**src/rtl/fifo_push_arbiter_pkg.sv**
```systemverilog
// Shared types and helpers for the FIFO push-side arbiter and later pop-side schedulers.
package fifo_arb_pkg;

   typedef enum logic {
      IDLE  = 1'b0,
      OWNED = 1'b1
   } arb_state_t;

   // Modulo-n increment, used to advance the round-robin pointer past a retiring owner.
   function automatic int rr_next(input int ptr, input int n);
      return (ptr + 1 >= n) ? 0 : ptr + 1;
   endfunction

endpackage

```
**src/rtl/fifo_push_arbiter_if.sv**
```systemverilog
// Producer-facing and FIFO-facing handshake bundle of the push arbiter.
interface fifo_push_arbiter_if #(
   parameter int NUM_REQ    = 4,
   parameter int DATA_WIDTH = 32
);
   logic [NUM_REQ-1:0]                  req_valid_i;
   logic [NUM_REQ*(DATA_WIDTH+1)-1:0]   req_data_i;
   logic [NUM_REQ-1:0]                  req_grant_o;
   logic [DATA_WIDTH:0]                 push_data_o;
   logic                                push_valid_o;
   logic                                push_grant_i;
   logic [$clog2(NUM_REQ)-1:0]          owner_o;
   logic                                busy_o;

   // The arbiter is the master; producers, the FIFO and observers take the slave side.
   modport master (
      input  req_valid_i, req_data_i, push_grant_i,
      output req_grant_o, push_data_o, push_valid_o, owner_o, busy_o
   );

   modport slave (
      output req_valid_i, req_data_i, push_grant_i,
      input  req_grant_o, push_data_o, push_valid_o, owner_o, busy_o
   );
endinterface

```
**src/rtl/fifo_push_arbiter_rr_picker.sv**
```systemverilog
// Combinational round-robin picker: first set request at or after the pointer, with wrap.
module rr_picker #(
   parameter int N = 4
) (
   input  logic [N-1:0]          i_req,
   input  logic [$clog2(N)-1:0]  i_ptr,
   output logic                  o_found,
   output logic [$clog2(N)-1:0]  o_idx
);
   localparam int IW = $clog2(N);

   function automatic int wrapIdx(input logic [IW-1:0] p, input int k);
      int s;
      s = int'(p) + k;
      return (s >= N) ? s - N : s;
   endfunction

   // Scan from the farthest offset down so the nearest request to the pointer wins.
   always_comb begin
      o_found = |i_req;
      o_idx   = '0;
      for (int k = N - 1; k >= 0; k--) begin
         if (i_req[wrapIdx(i_ptr, k)]) o_idx = IW'(wrapIdx(i_ptr, k));
      end
   end
endmodule

```
**src/rtl/fifo_push_arbiter.sv**
```systemverilog
// Burst-capable round-robin arbiter sharing one FIFO push port among NUM_REQ producers.
module fifo_push_arbiter
   import fifo_arb_pkg::*;
#(
   parameter int NUM_REQ    = 4,
   parameter int DATA_WIDTH = 32,
   parameter int MAX_BURST  = 4
) (
   input logic                clk,
   input logic                rst_n,
   fifo_push_arbiter_if.master bus
);
   localparam int IDX_W = $clog2(NUM_REQ);
   localparam int CNT_W = $clog2(MAX_BURST + 1);

   arb_state_t        r_state;
   logic [IDX_W-1:0]  r_rrPtr;
   logic [IDX_W-1:0]  r_owner;
   logic [CNT_W-1:0]  r_beatCnt;

   logic              w_found;
   logic [IDX_W-1:0]  w_pickIdx;
   logic [IDX_W-1:0]  w_sel;
   logic              w_valid;
   logic              w_xfer;
   logic [DATA_WIDTH:0] w_data;

   rr_picker #(.N(NUM_REQ)) u_picker (
      .i_req   (bus.req_valid_i),
      .i_ptr   (r_rrPtr),
      .o_found (w_found),
      .o_idx   (w_pickIdx)
   );

   // An owner keeps the port until it drops valid or exhausts its burst allowance.
   always_comb begin
      w_sel   = (r_state == OWNED) ? r_owner : w_pickIdx;
      w_valid = (r_state == OWNED) ? bus.req_valid_i[r_owner] : w_found;
      w_xfer  = w_valid && bus.push_grant_i;
      w_data  = bus.req_data_i[w_sel*(DATA_WIDTH+1) +: (DATA_WIDTH+1)];
   end

   always_comb begin
      bus.req_grant_o  = '0;
      bus.push_valid_o = 1'b0;
      bus.push_data_o  = '0;
      bus.owner_o      = '0;
      bus.busy_o       = 1'b0;
      if (rst_n) begin
         bus.push_valid_o = w_valid;
         bus.owner_o      = w_sel;
         bus.busy_o       = (r_state == OWNED);
         if (w_valid) bus.push_data_o = w_data;
         if (w_xfer)  bus.req_grant_o = NUM_REQ'(1) << w_sel;
      end
   end

   // A selection that stalls on a full FIFO is locked into OWNED so a later requester cannot steal it.
   always_ff @(posedge clk or negedge rst_n) begin
      if (!rst_n) begin
         r_state   <= IDLE;
         r_rrPtr   <= '0;
         r_owner   <= '0;
         r_beatCnt <= '0;
      end else begin
         case (r_state)
            IDLE: begin
               if (w_found) begin
                  if (!w_xfer) begin
                     r_state   <= OWNED;
                     r_owner   <= w_sel;
                     r_beatCnt <= '0;
                  end else if (MAX_BURST == 1) begin
                     r_rrPtr <= IDX_W'(rr_next(int'(w_sel), NUM_REQ));
                  end else begin
                     r_state   <= OWNED;
                     r_owner   <= w_sel;
                     r_beatCnt <= CNT_W'(1);
                  end
               end
            end
            OWNED: begin
               if (!bus.req_valid_i[r_owner] ||
                   (w_xfer && (int'(r_beatCnt) + 1 == MAX_BURST))) begin
                  r_state   <= IDLE;
                  r_rrPtr   <= IDX_W'(rr_next(int'(r_owner), NUM_REQ));
                  r_beatCnt <= '0;
               end else if (w_xfer) begin
                  r_beatCnt <= r_beatCnt + CNT_W'(1);
               end
            end
            default: r_state <= IDLE;
         endcase
      end
   end
endmodule

```
**src/flat_wrapper.sv**
```systemverilog
// flat-port wrapper written by rule: the top's interface ports become plain ports
module fifo_push_arbiter_flat import fifo_arb_pkg::*;
#(
   parameter int NUM_REQ    = 4,
   parameter int DATA_WIDTH = 32,
   parameter int MAX_BURST  = 4
)
  (clk, rst_n, bus_req_valid_i, bus_req_data_i, bus_push_grant_i, bus_req_grant_o, bus_push_data_o, bus_push_valid_o, bus_owner_o, bus_busy_o);
  fifo_push_arbiter_if #(.NUM_REQ(NUM_REQ), .DATA_WIDTH(DATA_WIDTH)) bus_i ();
  input logic clk;
  input logic rst_n;
  input wire logic [$bits(bus_i.req_valid_i)-1:0] bus_req_valid_i;
  input wire logic [$bits(bus_i.req_data_i)-1:0] bus_req_data_i;
  input wire logic [$bits(bus_i.push_grant_i)-1:0] bus_push_grant_i;
  output wire logic [$bits(bus_i.req_grant_o)-1:0] bus_req_grant_o;
  output wire logic [$bits(bus_i.push_data_o)-1:0] bus_push_data_o;
  output wire logic [$bits(bus_i.push_valid_o)-1:0] bus_push_valid_o;
  output wire logic [$bits(bus_i.owner_o)-1:0] bus_owner_o;
  output wire logic [$bits(bus_i.busy_o)-1:0] bus_busy_o;
  assign bus_i.req_valid_i = bus_req_valid_i;
  assign bus_i.req_data_i = bus_req_data_i;
  assign bus_i.push_grant_i = bus_push_grant_i;
  assign bus_req_grant_o = bus_i.req_grant_o;
  assign bus_push_data_o = bus_i.push_data_o;
  assign bus_push_valid_o = bus_i.push_valid_o;
  assign bus_owner_o = bus_i.owner_o;
  assign bus_busy_o = bus_i.busy_o;
  fifo_push_arbiter #(.NUM_REQ(NUM_REQ), .DATA_WIDTH(DATA_WIDTH), .MAX_BURST(MAX_BURST)) u_core (.clk(clk), .rst_n(rst_n), .bus(bus_i));
endmodule
```
**config.mk**
```make
export PLATFORM = sky130hd
export DESIGN_NAME = fifo_push_arbiter_flat
export DESIGN_NICKNAME = d
export VERILOG_FILES = /design/src/rtl/fifo_push_arbiter_pkg.sv /design/src/rtl/fifo_push_arbiter_if.sv /design/src/rtl/fifo_push_arbiter_rr_picker.sv /design/src/rtl/fifo_push_arbiter.sv /design/src/flat_wrapper.sv
export SDC_FILE = /design/constraint.sdc
export NUM_CORES = 1
export LEC_CHECK = 0
export ABC_AREA = 1
export CORE_ASPECT_RATIO = 0.9
export CORE_MARGIN = 2
export CORE_UTILIZATION = 37
export CTS_BUF_LIST = sky130_fd_sc_hd__clkbuf_8
export DETAILED_ROUTE_END_ITERATION = 8
export GPL_TIMING_DRIVEN = 0
export PLACE_DENSITY = 0.88
export SYNTH_ARGS = -nofsm -noshare
export SYNTH_HDL_FRONTEND = slang
export SYNTH_SLANG_ARGS = --single-unit
```
**constraint.sdc**
```tcl
create_clock -name clk -period 3.47 [get_ports clk]
set_input_delay 0.5205 -clock clk [delete_from_list [all_inputs] [get_ports clk]]
set_output_delay 0.5205 -clock clk [all_outputs]
set_load 0.03 [all_outputs]
```
==> metrics.txt, run 1 <==
Final Setup Violations 0; Slew Viols, Final 0; # rows 26; pin count of the biggest net entering global routing 11; setup_tns 0 ns; kind of critical path primary input to output port; Placer Congestion 0.928; CTS HTree Levels 1; Min Hold Slack 0.499 ns; max-cap violation count 0; Critical Path Sink Type output port; layout cells sized above 1 12.8%; die area between 6000 and 7000 µm²; Clock transition at path regs ~0.04 ns; Final Hold Fails 0; Worst Path Required 2.95 ns; via count 3752; CTS sink count 8; Fillers 534; die height between 70 and 80 µm; vias in the first global route 3567; DIE WIDTH about 85 µm; Final min period 3.30 ns; post-route ant nets 0; PortBufs 179; Post-Syn Nets 567; register bit total from synthesis 8; status completed; Root Driver clkbuf_8; worst-margin pin slew approximately 0.5 ns; Layout Skew about 0.0034 ns; Leak 0.00206 µW; first-pass GRT wire length 16300 µm; DRC viols 0; WL/cell between 15 and 20 µm; dpl hpwl 8270 µm; Cell Area, Synth 2200 µm²; area post-placement 4080 µm²; VDD IR max around 0.74 mV; cts-stage hold buffer count 0; period utilization about 95%; Gate Count Post-Synth 426; startpoint types primary input; unrepaired setup endpoints after global routing false; Rel. slew slack between 60% and 70%; critical path fanouts, max 10; final worst slack 0.169 ns; pre-CTS setup slack -0.254 ns; Synth warnings 0; post-route non-filler standard cell count 678; worst min path class flip-flop to flip-flop; Boundary Pins 180; Inst Count DP about 680; sequential area share after synthesis a little under a tenth; core footprint about 5700 µm²; CTS tree built; Max clock buf depth 2; fmax 0.303 GHz; most frequent cells in the layout clkdlybuf4s50_1 (141), nand2_1 (104), nand3_1 (80), nor2_1 (78), nand4_1 (66); Vias/cell roughly 5.5; commonest non-fill, non-tap cell in the layout clkdlybuf4s50_1; drt pass-1 iters 5; initial antenna violation count 0; WP data arrival 2.78 ns; pwr/cell area 1030 nW/µm²; design area 3980 µm²; Final #Nets 751; WL final 10400 µm; CTS buffer count 3; Syn Area/Cell a little over 5 µm²; Cell variety after synth 23; antenna fix cells 0; GRT Util Overall 30.0%; worst skew pair latency 0.23 ns; DRT iter0 DRCs 283; Initial Util 38.6%; grt ovf 0; Layout area overhead 81.3%
Yosys cell counts:
library cell / n / area share [%]
nand2_1: 104 / 18
nand3_1: 80 / 18
nor2_1: 79 / 14
nand4_1: 66 / 19
inv_1: 17 / 2.9
buf_2: 16 / 3.6
buf_4: 8 / 2.7
clkbuf_1: 8 / 1.4
dfrtp_1: 8 / 9.1
o21ai_0: 7 / 1.6
a21oi_1: 6 / 1.4
buf_6: 5 / 2.6
inv_2: 4 / 0.68
nor3_1: 4 / 0.91
nand2_2: 3 / 0.85
buf_1: 2 / 0.34
ha_1: 2 / 1.1
o21ai_1: 2 / 0.46
a22oi_1: 1 / 0.34
nand3_2: 1 / 0.46
nor2_2: 1 / 0.29
nor2_4: 1 / 0.51
o21ai_2: 1 / 0.40
area by class of cell:
cell class	count	area, µm²	area share [%]
multi-input combinational	358	1690	42.3
timing repair buffer	179	1650	41.4
buffer	39	238	5.97
sequential	8	200	5.03
tap	70	87.6	2.20
inverter	21	78.8	1.98
clock buffer	3	41.3	1.04
power breakdown:
group,internal [µW],switching (µW)
Clock,75.5,40.4
Combinational,1270,2540
Sequential,135,46.0
layer usage:
layer	track usage [%]	share of wire, %	vias to the layer above
met4	9.68	2.1	0
met2	52.9	48	198
met3	5.06	8.9	22
met1	36.7	41	1703
met5	0	0	-
li1	-	-	1829
kinds of logic after synthesis:
logic type	Yosys count	synth area share, %
AO/OA/AOI/OAI	17	4.16
buffers and inverters	60	14.2
AND/OR/NAND/NOR	339	71.3
adder cells (fa/ha/maj)	2	1.14
flip-flops	8	9.12
metrics by stage:
stage	utilization (%)	power [µW]
4_1_cts	71.6	4100
5_1_grt	69.9	4480
3_5_place_dp	71.6	4120
2_1_floorplan	-	2890
6_report	69.9	4110
3_3_place_gp	71.6	4050
what timing repair did:
action | 4_1_cts | 5_1_grt
endpoints found under the setup margin | 33 | 38
gates cloned | 0 | 0
hold endpoints to repair | 0 | 0
gates resized for setup | 33 | 76
buffers inserted | 0 | 0
path summary, 6_finish.rpt:
kind                                startpoint                  end  slack, ns  depth (start not counted)
setup / recovery            bus_req_valid_i[1]   bus_push_data_o[1]       0.17                         15
min in group asynchronous                rst_n    u_core.r_rrPtr[0]       0.61                          1
hold / removal             u_core.r_beatCnt[2]  u_core.r_beatCnt[2]       0.50                          2
max in group asynchronous                rst_n  u_core.r_beatCnt[1]       2.55                          1
hold reg to reg            u_core.r_beatCnt[2]  u_core.r_beatCnt[2]       0.50                          2
setup reg to reg             u_core.r_rrPtr[0]    u_core.r_owner[0]       1.61                         12
critical path: stages:
cell and delay (ns):
clkdlybuf4s50_1 0.54, inv_1 0.09, nand2_1 0.08, nand3_1 0.10, nand2_1 0.09, nand3_1 0.08, nand3_1 0.09, nand3_2 0.12
nand2_2 0.15, buf_2 0.26, nand3_1 0.10, nand2_1 0.07, nor2_1 0.04, nor2_1 0.08, clkdlybuf4s15_1 0.37
flip-flops by register name (all words and copies together) (netlist names):
signal / cells
u_core.r_rrPtr: 2
u_core.r_owner: 2
u_core.r_beatCnt: 3
u_core.r_state: 1
Note: power is estimated with default switching activity, not from simulation.
==> run 2: changes to the inputs <==
Settings changed: CTS_CLUSTER_DIAMETER set to 100.
==> results of run 2 <==
No change in the layout: final DEF, timing and power equal those of run 1.
==> run 3: changes to the inputs <==
Settings changed: ABC_CLOCK_PERIOD_IN_PS set to 3470.
==> results of run 3 <==
No change in the layout: final DEF, timing and power equal those of run 1.
==> patch (config.mk and constraints of run 2) <==
Make the reset (`rst_n`) synchronous in one clocked block.
--- a/src/rtl/fifo_push_arbiter.sv
+++ b/src/rtl/fifo_push_arbiter.sv
@@ -56,7 +56,7 @@
    end
 
    // A selection that stalls on a full FIFO is locked into OWNED so a later requester cannot steal it.
-   always_ff @(posedge clk or negedge rst_n) begin
+   always_ff @(posedge clk) begin
       if (!rst_n) begin
          r_state   <= IDLE;
          r_rrPtr   <= '0;
Check against the original RTL: no difference found for any inputs over 4 cycles, from zero or initial values and one cycle with rst_n low; that may be too few to reach the edited logic, so the function may still have changed.
==> patch against run 2 <==
- sequential cell count unchanged
- first-iteration DRC count down 30%
- critical path depth down 2
- worst hold slack worse by 45 ps
- setup slack better by 27 ps
- wire length up 1.4%
- clock skew down 2.1 ps
- utilization down 0.31 points
- area after synthesis up 0.91%
- cell area up 0.13%
- critical path type unchanged
Power is not compared: it rests on default switching activity, and its combinational part moved more than twofold at a synthesized area within 25%.
==> patch: results (changes against run 2) <==
{| class="wikitable"
! Metric !! Value
|-
| Fraction of registers with async set or reset after synthesis || 0 (-1.000)
|-
| Source of the worst hold timing path || u_core.r_beatCnt[2]$_SDFFE_PN0P_
|-
| Worst Path Arrival || 2750 ps (-30 ps)
|-
| Final clock-cell share || 0.01036 (-0.00001302)
|-
| Multi-input combinational gate total || 363 (+1.4%)
|-
| Syn Nets || 574 (+1.2%)
|-
| Max_slew headroom || 0.6506 (-0.01984)
|-
| Post-placement cell count || 682 (+1.0%)
|-
| Global-route wire length before repair || 16040 um (-1.7%)
|-
| Synth Area in Adders || 0.01129 (-0.0001030)
|-
| Met1 wire length || 4133 um (-3.1%)
|-
| Hpwl dp || 8325 um (+0.67%)
|-
| Main synth FF type || dfxtp_1
|-
| Vias in the first global route || 3619 (+1.5%)
|-
| Flip-flop and latch share of the layout cell area || 0.04019 (-0.01011)
|-
| Reg area || 160.2 um^2 (-20%)
|-
| Share of layout cells above drive strength 1 || 0.1252 (-0.003086)
|-
| Wire length on met2 || 5040 um (+0.32%)
|-
| Routability-driven placement congestion ratio || 0.9355 (+0.76%)
|-
| Worst hold slack across all endpoints || 453.7 ps (-45.07 ps)
|-
| Endpoint of the worst hold path || u_core.r_beatCnt[2]$_SDFFE_PN0P_
|-
| Number of fill cells in the layout || 542 (+1.5%)
|-
| Worst clock skew || 1.301 ps (-2.094 ps)
|-
| Non-filler cells, final || 685 (+1.0%)
|-
| GRT Total Usage || 0.2935 (-0.006630)
|-
| Final routed wire length divided by cell count || 15.44 um (+0.39%)
|-
| Outcome || completed
|-
| Placement-stage cell area || 4095 um^2 (+0.49%)
|-
| Drt via density || 5.584 (+0.90%)
|-
| Count of inverters not on the clock network in the layout || 23 (+9.5%)
|-
| Area fraction in compound gates after synthesis || 0.03840 (-0.003199)
|-
| M2 GR Usage || 0.5273 (-0.001563)
|-
| Met3 Track Usage GR || 0.05638 (+0.005791)
|-
| RR Startpoint || u_core.r_rrPtr[0]$_SDFFE_PN0P_
|-
| DR iter-0 viols || 197 (-30%)
|-
| Final net count || 758 (+0.93%)
|-
| Area of the multi-input gates || 1730 um^2 (+2.7%)
|}
-- patch: repair_timing --
action,in CTS,in global routing
endpoints found under the setup margin,35,36
pin swaps,0,0
gates resized for setup,35,71
-- patch: cell families after synthesis --
kind of cell	count (synthesis)
AND/OR/NAND/NOR	346
flip-flops	8
buffers and inverters	62
adder cells (fa/ha/maj)	2
AO/OA/AOI/OAI	15
-- patch: metrics by stage --
stage | util | setup TNS (ps) | total power, uW
floorplan | - | 0 | 864.4
global route | 0.6960 | 0 | 1499
finish | 0.6960 | 0 | 1397
detailed placement | 0.7153 | -4400 | 1323
global placement | 0.7153 | -3226 | 1300
CTS | 0.7148 | 0 | 1395
-- patch: how the worst max path moves through the flow --
stage	start	end	slack [ps]
floorplan	bus_req_valid_i[3]	bus_req_grant_o[0]	590
global placement	bus_req_valid_i[1]	bus_push_data_o[31]	-130
detailed placement	bus_req_valid_i[1]	bus_push_data_o[21]	-170
CTS	bus_req_valid_i[0]	bus_req_grant_o[3]	50
global route	bus_req_valid_i[2]	bus_req_grant_o[0]	10
finish	bus_req_valid_i[2]	bus_req_grant_o[2]	200
-- patch: power by group through the flow --
stage / Sequential, uW / Combinational, uW / Clock (uW)
after global routing: 114 / 1260 / 121
after detailed placement: 114 / 1210 / 0
after floorplan: 111 / 754 / 0
after global placement: 113 / 1190 / 0
final: 113 / 1170 / 116
after CTS: 112 / 1170 / 115
-- patch: critical path, stage by stage --
cell	delay, ps
clkdlybuf4s50_1	520
inv_1	100
nand2_1	120
nand3_1	130
nand2_1	120
inv_2	40
nand3_1	110
nand3_4	110
nand2_4	130
buf_2	230
inv_1	80
nor3_1	120
dlygate4sd2_1	420
